[src/rtl/pwm_pkg.sv]
// Shared state encoding and default geometry for the PWM generator.
package pwm_pkg;

  typedef enum logic {
    IDLE = 1'b0,
    RUN  = 1'b1
  } state_t;

  localparam int DEF_WIDTH  = 8;
  localparam int DEF_PERIOD = 255;

endpackage

[src/rtl/pwm_gen_if.sv]
// Duty-programming and observation bus of the PWM generator.
// The master owns en/duty/duty_wr; the generator returns duty_ack, cnt and pwm.
interface pwm_gen_if #(
  parameter int WIDTH = pwm_pkg::DEF_WIDTH
);
  logic             en;
  logic [WIDTH-1:0] duty;
  logic             duty_wr;
  logic             duty_ack;
  logic [WIDTH-1:0] cnt;
  logic             pwm;

  modport master (
    output en, duty, duty_wr,
    input  duty_ack, cnt, pwm
  );

  modport slave (
    input  en, duty, duty_wr,
    output duty_ack, cnt, pwm
  );
endinterface

[src/rtl/pwm_counter.sv]
// Period counter: counts 0..PERIOD while run_i is high, clears otherwise.
// tc_o flags the terminal count so the owner can detect the wrap edge.
module pwm_counter #(
  parameter int WIDTH  = pwm_pkg::DEF_WIDTH,
  parameter int PERIOD = pwm_pkg::DEF_PERIOD
) (
  input  logic             ck,
  input  logic             rst_n,
  input  logic             run_i,
  output logic [WIDTH-1:0] cnt_o,
  output logic             tc_o
);

  localparam logic [WIDTH-1:0] TC = WIDTH'(PERIOD);

  logic [WIDTH-1:0] cnt_q;
  logic [WIDTH-1:0] cnt_d;

  assign tc_o  = (cnt_q == TC);
  assign cnt_o = cnt_q;

  always_comb begin
    cnt_d = '0;
    if (run_i) begin
      cnt_d = tc_o ? '0 : cnt_q + 1'b1;
    end
  end

  always_ff @(posedge ck or negedge rst_n) begin
    if (!rst_n) begin
      cnt_q <= '0;
    end else begin
      cnt_q <= cnt_d;
    end
  end

  a_cnt_in_range : assert property (@(posedge ck) disable iff (!rst_n) cnt_q <= TC);

endmodule

[src/rtl/pwm_gen.sv]
// PWM generator: registered pwm (1 cycle after cnt), duty double-buffered and swapped at wrap or in IDLE.
// Optional PWM_GEN_PERIOD_END_EN adds a period_end pulse in the cycle after each wrap.
module pwm_gen
  import pwm_pkg::*;
#(
  parameter int WIDTH  = DEF_WIDTH,
  parameter int PERIOD = DEF_PERIOD
) (
  input  logic      ck,
  input  logic      rst_n,
  pwm_gen_if.slave  bus
`ifdef PWM_GEN_PERIOD_END_EN
  ,
  output logic      period_end
`endif
);

  state_t           state_q, state_d;
  logic [WIDTH-1:0] duty_act_q, duty_act_d;
  logic [WIDTH-1:0] duty_pend_q, duty_pend_d;
  logic             pend_vld_q, pend_vld_d;
  logic             duty_ack_q, duty_ack_d;
  logic             pwm_q, pwm_d;

  logic             run_cnt;
  logic             cnt_tc;
  logic             wrap;
  logic             apply;
  logic [WIDTH-1:0] cnt_w;

  // Counting only continues while en stays high; a drop clears cnt at the same edge.
  assign run_cnt = (state_q == RUN) && bus.en;
  assign wrap    = run_cnt && cnt_tc;
  assign apply   = pend_vld_q && ((state_q == IDLE) || wrap);

  pwm_counter #(
    .WIDTH  (WIDTH),
    .PERIOD (PERIOD)
  ) u_counter (
    .ck    (ck),
    .rst_n (rst_n),
    .run_i (run_cnt),
    .cnt_o (cnt_w),
    .tc_o  (cnt_tc)
  );

  always_comb begin
    state_d = state_q;
    case (state_q)
      IDLE:    if (bus.en)  state_d = RUN;
      RUN:     if (!bus.en) state_d = IDLE;
      default: state_d = IDLE;
    endcase
  end

  // The swap reads the old pending value, so a write on the swap edge stays pending.
  always_comb begin
    pwm_d       = run_cnt && (cnt_w < duty_act_q);
    duty_act_d  = apply ? duty_pend_q : duty_act_q;
    duty_ack_d  = apply;
    duty_pend_d = bus.duty_wr ? bus.duty : duty_pend_q;
    pend_vld_d  = bus.duty_wr ? 1'b1 : (apply ? 1'b0 : pend_vld_q);
  end

  always_ff @(posedge ck or negedge rst_n) begin
    if (!rst_n) begin
      state_q     <= IDLE;
      duty_act_q  <= '0;
      duty_pend_q <= '0;
      pend_vld_q  <= 1'b0;
      duty_ack_q  <= 1'b0;
      pwm_q       <= 1'b0;
    end else begin
      state_q     <= state_d;
      duty_act_q  <= duty_act_d;
      duty_pend_q <= duty_pend_d;
      pend_vld_q  <= pend_vld_d;
      duty_ack_q  <= duty_ack_d;
      pwm_q       <= pwm_d;
    end
  end

`ifdef PWM_GEN_PERIOD_END_EN
  logic period_end_q;

  always_ff @(posedge ck or negedge rst_n) begin
    if (!rst_n) begin
      period_end_q <= 1'b0;
    end else begin
      period_end_q <= wrap;
    end
  end

  assign period_end = period_end_q;
`endif

  assign bus.cnt      = cnt_w;
  assign bus.pwm      = pwm_q;
  assign bus.duty_ack = duty_ack_q;

  a_idle_cnt_zero : assert property (@(posedge ck) disable iff (!rst_n)
                                     (state_q == IDLE) |-> (cnt_w == '0));

endmodule

[src/flat_wrapper.sv]
// flat-port wrapper written by rule: the top's interface ports become plain ports
module pwm_gen_flat import pwm_pkg::*;
#(
  parameter int WIDTH  = DEF_WIDTH,
  parameter int PERIOD = DEF_PERIOD
)
  (ck, rst_n, bus_en, bus_duty, bus_duty_wr, bus_duty_ack, bus_cnt, bus_pwm);
  pwm_gen_if #(.WIDTH(WIDTH)) bus_i ();
  input  logic ck;
  input  logic rst_n;
  input wire logic [$bits(bus_i.en)-1:0] bus_en;
  input wire logic [$bits(bus_i.duty)-1:0] bus_duty;
  input wire logic [$bits(bus_i.duty_wr)-1:0] bus_duty_wr;
  output wire logic [$bits(bus_i.duty_ack)-1:0] bus_duty_ack;
  output wire logic [$bits(bus_i.cnt)-1:0] bus_cnt;
  output wire logic [$bits(bus_i.pwm)-1:0] bus_pwm;
  assign bus_i.en = bus_en;
  assign bus_i.duty = bus_duty;
  assign bus_i.duty_wr = bus_duty_wr;
  assign bus_duty_ack = bus_i.duty_ack;
  assign bus_cnt = bus_i.cnt;
  assign bus_pwm = bus_i.pwm;
  pwm_gen #(.WIDTH(WIDTH), .PERIOD(PERIOD)) u_core (.ck(ck), .rst_n(rst_n), .bus(bus_i));
endmodule
[config.mk]
export PLATFORM = sky130hd
export DESIGN_NAME = pwm_gen_flat
export DESIGN_NICKNAME = d
export VERILOG_FILES = /design/src/rtl/pwm_pkg.sv /design/src/rtl/pwm_gen_if.sv /design/src/rtl/pwm_counter.sv /design/src/rtl/pwm_gen.sv /design/src/flat_wrapper.sv
export SDC_FILE = /design/constraint.sdc
export NUM_CORES = 1
export LEC_CHECK = 0
export CAP_MARGIN = 20
export CORE_MARGIN = 4
export CORE_UTILIZATION = 46
export DETAILED_ROUTE_END_ITERATION = 6
export GPL_TIMING_DRIVEN = 0
export HOLD_SLACK_MARGIN = 0.06
export PLACE_DENSITY = 0.73
export SLEW_MARGIN = 20
export SYNTH_ARGS = -nofsm -noshare
export SYNTH_HDL_FRONTEND = slang
export SYNTH_SLANG_ARGS = --single-unit
export TNS_END_PERCENT = 20
[constraint.sdc]
create_clock -name ck -period 1.7 [get_ports ck]
set_input_delay 0.255 -clock ck [delete_from_list [all_inputs] [get_ports ck]]
set_output_delay 0.255 -clock ck [all_outputs]
set_load 0.005 [all_outputs]
==> impl_metrics.py, run 1 <==
metrics = {
    "layout": {
        "drive_gt1_share_pct": 28.4,
        "n_fill_cell": 245,
        "design_area_um2": 1660,
        "diodes": 0,
        "fin_nets": 155,
        "syn_to_final_growth_pct": 25.9,
    },
    "routing": {
        "viasPerCell": 5.33,
        "dr.pass1.iters": 4,
        "drt-total-wl_um": 2430,
        "vias": 879,
        "drc_errors": 0,
        "drt_iter0_markers": 36,
        "wl_per_cell_um": 14.7,
        "postRouteAntennaNets": 0,
    },
    "setup_path": {
        "path_max_fanout": 2,
        "startpoint_type": "flop",
        "endpoint_kind": "flop",
        "required_ns": 1.96,
        "r2r_slack_ns": 0.01,
        "reg2reg_depth": 4,
        "crit_arrival_ns": 1.95,
        "path_class": "reg -> reg",
    },
    "logic_synthesis": {
        "synthCells": 105,
        "synthFlopType": "dfrtp_1",
        "synth_edf_count": 0,
        "seq_area_frac_synth_pct": 53.2,
        "syn_area_um2": 1320,
        "synth_cell_types": 30,
        "syn_nets": 125,
        "ys_warn_count": 0,
        "synthArstFlopShare_pct": 100,
        "syn-mean-instance-area_um2": 12.5,
        "ys_seq_elements": 28,
    },
    "floorplan": {
        "core_um2": 2730,
        "initial_core_util_pct": 48.1,
        "floorplan.die.height_um": 61.5,
        "fp.dieW_um": 61.5,
        "std_cell_rows": 19,
        "die_area_um2": 3780,
        "io_pins": 22,
    },
    "timing": {
        "hold_violations": 0,
        "rsz0062_at_grt": "yes",
        "period_share_pct": 99.3,
        "finClkSkew_ns": 0.00882,
        "slew_violations": 0,
        "setup_violations": 0,
        "clock.fmax_mhz": 592,
        "max-slew-margin-rel_pct": 59.7,
        "setup_slack_ns": 0.0114,
        "fin_crit_ns": 1.69,
        "tightest_slew_ns": 0.604,
        "tns_ns": 0,
    },
    "global_route": {
        "grt_pass1_vias": 966,
        "grt-ovfl-total": 0,
        "grt_max_degree": 29,
        "grt_usage_pct": 15.1,
        "grt_pass1_wl_um": 4240,
        "antenna_found_initial": 0,
    },
    "placement": {
        "pre_cts_ws_ns": -0.0638,
        "post_dp_cell_area_um2": 1550,
        "place_congestion": 0.838,
        "io_buffer_count": 20,
        "dp.final_hpwl_um": 1760,
    },
    "clock_network": {
        "cts.sinks": 28,
        "htree_levels": 1,
        "cts-root-buf": "clkbuf_4",
        "cts_buffer_depth": 2,
        "cts_tree": "yes",
        "cts_made_buffers": 3,
        "clk_pin_slew_worst_paths_ns": 0.16,
        "clk-insertion-delay-late_ns": 0.33,
    },
    "pwr": {
        "p_per_area_nw_per_um2": 861,
        "irDropWorstVdd_mv": 0.548,
        "p_leak_nw": 0.782,
    },
    "flow_run": {
        "drv_cap": 0,
    },
    "min_path": {
        "holdPathStages": 2,
        "hold_path_class": "in -> reg",
    },
    "status": {
        "status": "finished, final reports clean",
    },
}
==> layer usage <==
| layer | vias up | part of all wire (%) | global-route usage [%] |
|---|---|---|---|
| met2 | 22 | 52 | 26.8 |
| li1 | 426 | - | - |
| met5 | - | 0 | 0 |
| met3 | 2 | 4.9 | 3.14 |
| met4 | 0 | 0.86 | 4.85 |
| met1 | 429 | 42 | 18.2 |
==> through the flow <==
step	cells	power, mW	hold slack, ns	util [%]
after CTS	163	1.44	0.379	60.0
final	165	1.43	0.373	60.6
after global routing	165	1.51	0.387	60.6
after floorplan	105	0.912	-0.0406	-
after detailed placement	156	0.994	0.298	56.7
after global placement	156	0.979	0.488	56.9
==> flip-flops by register name, summed over array words and instances, names as in the netlist <==
name / count
u_core.duty_act_q: 8
u_core.duty_pend_q: 8
u_core.u_counter.cnt_o: 8
u_core.bus.duty_ack: 1
u_core.bus.pwm: 1
u_core.pend_vld_q: 1
u_core.state_q: 1
==> cells in the final DEF (no fill, tap or decap) <==
| master | count |
|---|---|
| xor2_1 | 3 |
| nor3_1 | 1 |
| a41oi_2 | 1 |
| o21ai_0 | 2 |
| nand2_4 | 1 |
| nand4_2 | 1 |
| dfrtp_2 | 7 |
| nor2_1 | 8 |
| and3_1 | 1 |
| a22o_1 | 1 |
| xnor2_1 | 1 |
| nand2_1 | 4 |
| clkbuf_1 | 1 |
| o21bai_1 | 1 |
| or4_1 | 1 |
| mux2_4 | 8 |
| dlygate4sd3_1 | 1 |
| clkdlybuf4s50_1 | 18 |
| or3_1 | 1 |
| buf_2 | 1 |
| nand3_1 | 4 |
| clkbuf_4 | 3 |
| a21oi_1 | 4 |
| a41o_1 | 1 |
| and4_1 | 1 |
| a211o_1 | 1 |
| o21ai_2 | 1 |
| inv_1 | 9 |
| dfrtp_1 | 21 |
| nand4_1 | 1 |
| nand2b_1 | 1 |
| buf_4 | 6 |
| ha_1 | 8 |
| mux2_2 | 8 |
| bufinv_16 | 1 |
| o211ai_1 | 1 |
==> cells in the mapped netlist, drive strengths merged, types with 2 or more instances <==
cell type  number  area [µm²]
dfrtp          28         701
mux2           16         210
inv             9        33.8
ha              8         100
nor2            8        30.0
nand2           5        26.3
a21oi           4        20.0
nand3           4        20.0
o21ai           3        18.8
xor2            3        26.3
nand4           2        18.8
==> area by class of cell <==
type                       count  area (µm²)  area share, %
buffer                         2        11.3          0.680
sequential                    28         709           42.8
inverter                       9        33.8           2.04
clock inverter                 1        30.0           1.81
tap                           31        38.8           2.34
clock buffer                   3        22.5           1.36
timing repair buffer          25         233           14.0
multi-input combinational     66         578           34.9
==> worst paths after layout <==
path / startpoint / to
setup / recovery: u_core.u_counter.cnt_o[3] / u_core.bus.pwm
hold / removal: bus_duty_wr / u_core.pend_vld_q
setup reg to reg: u_core.u_counter.cnt_o[3] / u_core.bus.pwm
hold reg to reg: u_core.u_counter.cnt_o[0] / u_core.u_counter.cnt_o[0]
max in group asynchronous: rst_n / u_core.u_counter.cnt_o[3]
min in group asynchronous: rst_n / u_core.u_counter.cnt_o[4]
==> cell families (layout without fill, tap and decap cells) <==
family | Yosys count | in the layout | synth area share (%)
and+or+nand+nor | 25 | 25 | 10.3
AOI/OAI and AO/OA | 13 | 13 | 6.85
xor gates and xnor gates | 4 | 4 | 2.66
buffers and inverters | 11 | 40 | 3.42
DFF | 28 | 28 | 53.2
adders and majority gates | 8 | 8 | 7.60
muxes | 16 | 16 | 16.0
==> where the power goes <==
| group | switching [mW] | total [mW] | internal [mW] | leakage, nW |
|---|---|---|---|---|
| clock | 0.200 | 0.438 | 0.239 | 0.0279 |
| sequential | 0.0390 | 0.770 | 0.731 | 0.335 |
| combinational | 0.0842 | 0.218 | 0.134 | 0.419 |
| total | 0.323 | 1.43 | 1.10 | 0.782 |
==> critical path, stage by stage, from the launching register on <==
cell     delay, ns
dfrtp_2       0.45
ha_1          0.31
a22o_1        0.23
or4_1         0.48
a41oi_2       0.16
==> timing repair <==
item,CTS,global route
pin swaps,2,0
hold buffers,1,0
endpoints found under the setup margin,10,14
gates cloned,0,0
gates resized for setup,5,4
endpoints found under the hold margin,28,0
setup buffers,2,2
No activity file was read; power rests on OpenSTA's default activity.
==> run 2: changes to the inputs <==
Settings changed: SLEW_MARGIN 20 to not set.
==> run 2 against run 1 <==
Against the previous run:
- flip-flop and latch count unchanged
- clock skew is 0.0024 ns lower
- worst hold slack lost 0.10 ns
==> impl_metrics.py, run 2 (same netlist as run 1, synthesis figures left out) <==
metrics = {
    "clock_network": {
        "cts-root-buf": "clkbuf_4",
        "cts_made_buffers": 3,
        "cts.sinks": 28,
        "cts_buffer_depth": 2,
        "cts_hold_buf": 0,
        "clk-insertion-delay-late_ns": 0.33,
        "cts_tree": "yes",
        "clk_pin_slew_worst_paths_ns": 0.15,
        "htree_levels": 1,
    },
    "routing": {
        "viasPerCell": 5.37,
        "drt_iter0_markers": 46,
        "dr.pass1.iters": 4,
        "wl_per_cell_um": 14.5,
        "drc_errors": 0,
        "vias": 902,
        "drt-total-wl_um": 2440,
        "postRouteAntennaNets": 0,
    },
    "placement": {
        "dp.final_hpwl_um": 1830,
        "dp_cells": 157,
        "place_congestion": 0.838,
        "io_buffer_count": 20,
        "post_dp_cell_area_um2": 1580,
    },
    "setup_path": {
        "path_class": "reg -> reg",
        "crit_arrival_ns": 1.93,
        "path_max_fanout": 5,
        "cp_slowest_cell": "or4_1",
        "worstReg2RegStart": "u_core.u_counter.cnt_o[5]",
        "cp-startpoint": "u_core.u_counter.cnt_o[5]",
        "endpoint_kind": "flop",
        "path_cells": "ha_1 > a22o_1 > or4_1 > a41oi_2",
        "startpoint_type": "flop",
        "required_ns": 1.96,
        "critPathBufInv": 0,
        "slowest_delay_ns": 0.48,
        "cpLargestDelayFamily": "simple AND/OR/NAND/NOR gates",
    },
    "floorplan": {
        "floorplan.die.height_um": 61.5,
        "fp.dieW_um": 61.5,
        "initial_core_util_pct": 48.1,
        "std_cell_rows": 19,
        "io_pins": 22,
        "core_um2": 2730,
        "die_area_um2": 3780,
    },
    "timing": {
        "finClkSkew_ns": 0.00639,
        "hold_violations": 0,
        "rsz0062_at_grt": "yes",
        "tightest_slew_ns": 0.583,
        "tns_ns": 0,
        "slew_violations": 0,
        "period_share_pct": 98.2,
        "max-slew-margin-rel_pct": 61.0,
        "setup_violations": 0,
        "fin_crit_ns": 1.67,
        "clock.fmax_mhz": 599,
    },
    "layout": {
        "syn_to_final_growth_pct": 31.0,
        "design_area_um2": 1720,
        "diodes": 0,
        "final_cell_mix": "dfrtp_1, clkdlybuf4s50_1, inv_1",
        "fin_nets": 158,
        "drive_gt1_share_pct": 30.7,
        "instances_no_fill": 168,
        "final_common_cell": "dfrtp_1",
    },
    "pwr": {
        "power_mw": 1.44,
        "p_leak_nw": 0.820,
        "p_per_area_nw_per_um2": 834,
        "irDropWorstVdd_mv": 0.547,
    },
    "min_path": {
        "hold_path_class": "in -> async",
    },
    "global_route": {
        "grt_max_degree": 19,
        "grt_pass1_wl_um": 4280,
        "grt_pass1_vias": 1007,
        "grt-ovfl-total": 0,
        "antenna_found_initial": 0,
        "grt_usage_pct": 15.2,
    },
    "flow_run": {
        "drv_cap": 0,
    },
    "status": {
        "status": "finished, final reports clean",
    },
}
==> run 2: changes by cell type in the layout (fill, tap and decap cells not counted), sizes merged <==
cell           before  now
dlymetal6s2s        0    1
clkdlybuf4s50      18   19
dlygate4sd3         1    0
buf                 7    9
==> run 2: final cells by class <==
class	instances	area (µm²)
clock buffers	3	22.5
well taps	31	38.8
repair buffers	28	283
multi-input cells	66	591
clock inverters	1	30.0
inverters	9	33.8
plain buffers	2	15.0
fillers	223	1010
flip-flops and latches	28	711
==> run 2: metrics by stage <==
stage | worst slack, ns | hold slack, ns | utilization (%)
floorplan | 0.0561 | -0.0406 | -
global placement | -0.0566 | 0.488 | 56.9
detailed placement | -0.0692 | 0.493 | 57.9
CTS | 0.00699 | 0.284 | 61.8
global route | -0.0245 | 0.292 | 63.1
finish | 0.0302 | 0.272 | 63.1
==> run 2: power by group <==
| group | internal (mW) | switching [mW] | leakage [nW] |
|---|---|---|---|
| registers | 0.731 | 0.0382 | 0.333 |
| logic | 0.144 | 0.0877 | 0.459 |
| clock network | 0.239 | 0.198 | 0.0279 |
==> run 2: routing by layer <==
metal / global-route usage (%) / part of all wire [%] / up-vias
met2: 25.1 / 51 / 25
met3: 4.61 / 5.3 / 4
met1: 18.3 / 42 / 440
met4: 6.67 / 1.2 / 0
met5: 0 / 0 / -
li1: - / - / 433
==> run 2: path summary, 6_finish.rpt <==
| kind | to | slack [ns] | cells after the start |
|---|---|---|---|
| max | u_core.bus.pwm | 0.03 | 4 |
| min | u_core.u_counter.cnt_o[4] | 0.27 | 1 |
| max reg2reg | u_core.bus.pwm | 0.03 | 4 |
| min reg2reg | u_core.u_counter.cnt_o[0] | 0.48 | 1 |
| max in group asynchronous | u_core.u_counter.cnt_o[1] | 0.93 | 2 |
| min in group ck | u_core.pend_vld_q | 0.37 | 2 |
==> run 2: what timing repair did <==
item | CTS | global route
setup buffers | 4 | 3
gates resized for setup | 6 | 6
pin swaps | 2 | 2
endpoints found under the setup margin | 10 | 13
==> run 2: worst register-to-register path: stages (launching register included) <==
cell and delay [ns]:
dfrtp_2 0.47, ha_1 0.32, a22o_1 0.18, or4_1 0.48, a41oi_2 0.15
